--- config.mk ---
export PLATFORM = sky130hd
export DESIGN_NAME = io_bus_fanout
export DESIGN_NICKNAME = d
export VERILOG_FILES = /design/src/rtl/io_bus_fanout.sv
export SDC_FILE = /design/constraint.sdc
export NUM_CORES = 1
export LEC_CHECK = 0
export CELL_PAD_IN_SITES_DETAIL_PLACEMENT = 2
export CELL_PAD_IN_SITES_GLOBAL_PLACEMENT = 2
export CORE_UTILIZATION = 26
export CTS_CLUSTER_DIAMETER = 200
export DETAILED_ROUTE_END_ITERATION = 7
export MAX_ROUTING_LAYER = met4
export PLACE_DENSITY = 0.78
export SLEW_MARGIN = 20
export SYNTH_ARGS = -nofsm -noshare
export SYNTH_HDL_FRONTEND = slang
export SYNTH_SLANG_ARGS = --single-unit
--- constraint.sdc ---
create_clock -name clk -period 1.6 [get_ports clk]
set_input_delay 0.16 -clock clk [delete_from_list [all_inputs] [get_ports clk]]
set_output_delay 0.16 -clock clk [all_outputs]
set_load 0.02 [all_outputs]
--- src/rtl/io_bus_fanout.sv ---
// io_bus_fanout: routes one CPU IO port onto a row of peripheral slots.
// Decodes the slot, pulses a one-hot strobe, then waits for that slot's ack.
module io_bus_fanout #(
    parameter int BITS_PER_BUS     = 8,
    parameter int ADDR_BITS        = 8,
    parameter int NR_OF_BUSSES_OUT = 4,
    parameter int SLOT_SIZE_LOG2   = 4,
    parameter int BASE_ADDR        = 0,
    parameter int TIMEOUT          = 15
) (
    input  logic                        clk,
    input  logic                        rst,
    input  logic [ADDR_BITS-1:0]        addr_in,
    input  logic [BITS_PER_BUS-1:0]     data_in,
    input  logic                        wr_in,
    input  logic                        rd_in,
    output logic                        busy,
    output logic                        err,
    input  logic                        err_clr,
    output logic [SLOT_SIZE_LOG2-1:0]   addr_out,
    output logic [BITS_PER_BUS-1:0]     data_out,
    output logic [NR_OF_BUSSES_OUT-1:0] wr_out,
    output logic [NR_OF_BUSSES_OUT-1:0] rd_out,
    input  logic [NR_OF_BUSSES_OUT-1:0] ack_in
);

    localparam int SLOT_W = (NR_OF_BUSSES_OUT > 1) ? $clog2(NR_OF_BUSSES_OUT) : 1;
    localparam int CMP_W  = ADDR_BITS + 8;
    localparam logic [ADDR_BITS-1:0] BASE = ADDR_BITS'(BASE_ADDR);
    localparam logic [7:0]           CNT_LAST = 8'(TIMEOUT - 1);

    typedef enum logic [1:0] {
        IDLE   = 2'd0,
        STROBE = 2'd1,
        WAIT   = 2'd2
    } state_t;

    state_t                      r_state;
    logic [SLOT_W-1:0]           r_slot;
    logic [7:0]                  r_cnt;
    logic                        r_busy;
    logic                        r_err;
    logic [SLOT_SIZE_LOG2-1:0]   r_addr;
    logic [BITS_PER_BUS-1:0]     r_data;
    logic [NR_OF_BUSSES_OUT-1:0] r_wr;
    logic [NR_OF_BUSSES_OUT-1:0] r_rd;

    logic [ADDR_BITS-1:0]        w_off;
    logic [ADDR_BITS-1:0]        w_slot;
    logic [SLOT_W-1:0]           w_slot_idx;
    logic                        w_bad;
    logic                        w_req;
    logic                        w_ack;
    logic [NR_OF_BUSSES_OUT-1:0] w_onehot;

    assign w_off      = addr_in - BASE;
    assign w_slot     = w_off >> SLOT_SIZE_LOG2;
    assign w_slot_idx = w_slot[SLOT_W-1:0];
    assign w_bad      = (addr_in < BASE) ||
                        (CMP_W'(w_slot) >= CMP_W'(NR_OF_BUSSES_OUT));
    assign w_req      = (wr_in | rd_in) & ~r_busy & (r_state == IDLE);
    assign w_ack      = ack_in[r_slot];
    assign w_onehot   = NR_OF_BUSSES_OUT'(1) << w_slot_idx;

    // Transaction FSM with all outputs registered; a new error beats err_clr.
    always_ff @(posedge clk or negedge rst) begin
        if (!rst) begin
            r_state <= IDLE;
            r_slot  <= '0;
            r_cnt   <= '0;
            r_busy  <= 1'b0;
            r_err   <= 1'b0;
            r_addr  <= '0;
            r_data  <= '0;
            r_wr    <= '0;
            r_rd    <= '0;
        end else begin
            if (err_clr) begin
                r_err <= 1'b0;
            end
            unique case (r_state)
                IDLE: begin
                    r_busy <= 1'b0;
                    if (w_req) begin
                        if (w_bad) begin
                            r_err <= 1'b1;
                        end else begin
                            r_slot  <= w_slot_idx;
                            r_addr  <= w_off[SLOT_SIZE_LOG2-1:0];
                            r_busy  <= 1'b1;
                            r_cnt   <= '0;
                            r_state <= STROBE;
                            if (wr_in) begin
                                r_data <= data_in;
                                r_wr   <= w_onehot;
                            end else begin
                                r_rd   <= w_onehot;
                            end
                        end
                    end
                end
                STROBE: begin
                    r_wr <= '0;
                    r_rd <= '0;
                    // zero-wait ack: busy drops on the IDLE edge that follows
                    if (w_ack) begin
                        r_state <= IDLE;
                    end else begin
                        r_state <= WAIT;
                    end
                end
                WAIT: begin
                    if (w_ack) begin
                        r_state <= IDLE;
                        r_busy  <= 1'b0;
                    end else if (r_cnt == CNT_LAST) begin
                        r_state <= IDLE;
                        r_busy  <= 1'b0;
                        r_err   <= 1'b1;
                    end else begin
                        r_cnt <= r_cnt + 8'd1;
                    end
                end
                default: begin
                    r_state <= IDLE;
                    r_busy  <= 1'b0;
                    r_wr    <= '0;
                    r_rd    <= '0;
                end
            endcase
        end
    end

    assign busy     = r_busy;
    assign err      = r_err;
    assign addr_out = r_addr;
    assign data_out = r_data;
    assign wr_out   = r_wr;
    assign rd_out   = r_rd;

endmodule

==> impl_results.md <==
* Area of the multi-input gates at 704.4 um2
* Final setup viols at 16
* CTS clk-pin slew, worst paths at 0.07 ns
* Failing checks: setup timing
* Min Tclk post-route at 1.825 ns
* Ratio of cells with drive above 1 in the final layout at 0.3384
* Synth area leader: dfrtp_1
* Post-synth top area share at 0.5528
* Post-Layout Cell Count at 270
* Grt total ovfl at 0
* HPWL Detailed at 3438 um
* Largest net degree at the start of global routing at 35
* Layout fillers at 599
* N_diodes at 0
* Initial DRC count at 66
* Max Cap Viol at 0
* Power Density at 1411 nW/um2
* CTS H-tree lvls at 2
* Number of buffers created by CTS at 5
* CP max FO at 6
* Clock Sinks at 34
* Register area share after synthesis at 0.5528
* Final Util at 0.4328
* Area growth syn-to-layout at 57.72%
* Core Area at 5608 um2
* Clock skew at 0.007747 ns
* Post-Route WL at 5164 um
* Top FF cell, synth: dfrtp_1
* WS Path Type: reg2reg
* P_leak at 1.069 nW
* Rows at 27
* Top Ports at 47
* TritonCTS clock tree: yes
* First drt pass iteration count at 4
* Seq cells post-synth at 34
* Fin crit share at 1.141
* Rel. slew slack at 0.6929
* Fmax at 0.5480 GHz
* CP required at 1.80 ns
* Power Total at 3.424 mW
* Die Ht at 78.94 um
* Synth top area cells: dfrtp_1 55%, mux2_2 16%, a31oi_1 2.4%, nand3_1 2.0%, nand2_1 1.7%
* Buffers on Ports at 46
* Post-synth top cells: 34 x dfrtp_1, 22 x mux2_2, 7 x nand2_1
* Syn_nets at 150
* Vias/cell at 4.922
* Synthesized area at 1539 um2
* Type of the most critical hold path: in2async
* CP endpoint kind: flip-flop
* Status: finished with violations
* Most common cell in the netlist: dfrtp_1
* Max-slew violations at 0
* Clk buf depth at 2
* Post-Place Cells at 256
* Final hold violation count at 0
* Avg WL per Cell at 19.13 um
* RePlAce Congestion at 0.7441
* Fin nets at 224
* Via count at 1329
* Number of flops mapped to enable cells by yosys at 0
* Die footprint at 6231 um2
* Post-synth ARST share at 1.000
* Worst vdd ir at 0.0006754 V
* Initial antenna violation count at 0
* Sequential cell area at 850.8 um2
* Post-synth cell types at 34
* DRT antenna net count at 0
* Tot GR Track Use at 0.1851
* Slew @ Worst Pin at 0.4606 ns
* Worst setup margin at -0.2248 ns
* Clk Latency, worst-skew pair at 0.29 ns
* Root Buffer: clkbuf_8
* Starting Density at 0.2744
* RSZ-0062 raised after global routing: true
* DIE WIDTH at 78.94 um
* Drc violations at 0
* Mapped Cells at 123
* First-pass GRT wire length at 8224 um
* Number of global-route vias before repair at 1591
* Synth Warn # at 0
* Syn avg cell area at 12.51 um2
* CP Launch Type: flip-flop
* Arr. time, crit path at 2.03 ns
-- cell families (layout without fill, tap and decap cells) --
| group | after synthesis | after routing | share of synthesized area |
|---|---|---|---|
| simple gates | 35 | 35 | 0.1399 |
| flops | 34 | 34 | 0.5528 |
| mux | 25 | 25 | 0.1886 |
| compound gates | 18 | 18 | 0.07641 |
| buf+inv | 8 | 83 | 0.02033 |
| fa+ha+maj | 2 | 2 | 0.01626 |
| xor+xnor | 1 | 1 | 0.005692 |
-- stage by stage --
| stage | area [um2] | TNS [ns] | worst slack, ns | hold WS, ns |
|---|---|---|---|---|
| final | 2427 | -1.706 | -0.2248 | 0.2949 |
| after global routing | 2427 | -2.807 | -0.2637 | 0.3320 |
| after CTS | 2417 | -1.095 | -0.1951 | 0.3081 |
| after detailed placement | 2212 | -3.131 | -0.3747 | 0.4963 |
| after global placement | 2212 | -2.069 | -0.2210 | 0.4888 |
| after floorplan | 1539 | -0.01037 | -0.01037 | -0.1356 |
-- final cells by class --
class,count,share of cell area
inverters,5,0.007732
multi-input cells,81,0.2902
well taps,72,0.03711
flip-flops and latches,34,0.3505
clock buffers,8,0.04536
repair buffers,70,0.2691
-- where the power goes --
| part | internal (mW) | switching (mW) |
|---|---|---|
| Sequential | 1.10 | 0.155 |
| Combinational | 0.751 | 0.657 |
| Clock | 0.435 | 0.322 |
-- cells in the final DEF, fill, tap and decap left out, types with 4 or more instances in the layout --
cell type,count
nand2_1,6
nand3_1,6
inv_1,5
mux2_2,22
clkbuf_8,8
dfrtp_1,34
nor2_1,5
clkdlybuf4s50_1,46
a31oi_1,4
buf_4,23
-- worst max-delay path, stage by stage (launching register included) --
cell      delay [ns]
dfrtp_1         0.41
mux4_2          0.54
nand2b_4        0.19
or3_4           0.39
a31oi_4         0.21
-- path summary, 6_finish.rpt --
| path | startpoint | end | slack, ns | depth (start not counted) |
|---|---|---|---|---|
| max reg2reg | r_slot[0] | r_cnt[5] | -0.22 | 4 |
| min | rst | addr_out[1] | 0.29 | 2 |
| min reg2reg | addr_out[2] | addr_out[2] | 0.51 | 1 |
| min in group clk | data_in[3] | data_out[3] | 0.49 | 2 |
| max in group asynchronous | rst | r_slot[0] | 0.97 | 2 |
| max | r_slot[0] | r_cnt[5] | -0.22 | 4 |
-- flip-flops by register name (all words and copies together) (netlist names) --
signal / cells
addr_out: 4
busy: 1
data_out: 8
err: 1
r_cnt: 8
r_slot: 2
r_state: 2
rd_out: 4
wr_out: 4
-- what timing repair did --
action / in CTS / in global routing
pin swaps: 5 / 2
gates resized for setup: 12 / 1
hold buffers: 0 / 0
setup endpoints to repair: 11 / 23
setup buffers: 5 / 1
-- metal layers --
layer / wire length [um] / up-vias / part of all wire / GRT usage
met5: 0 / - / 0 / -
met4: 124 / 0 / 0.024 / 0.07273
met3: 204 / 13 / 0.040 / 0.04598
met2: 2895 / 40 / 0.56 / 0.3522
met1: 1940 / 681 / 0.38 / 0.1784
li1: - / 595 / - / -
Power figures use the tool's default switching activity.
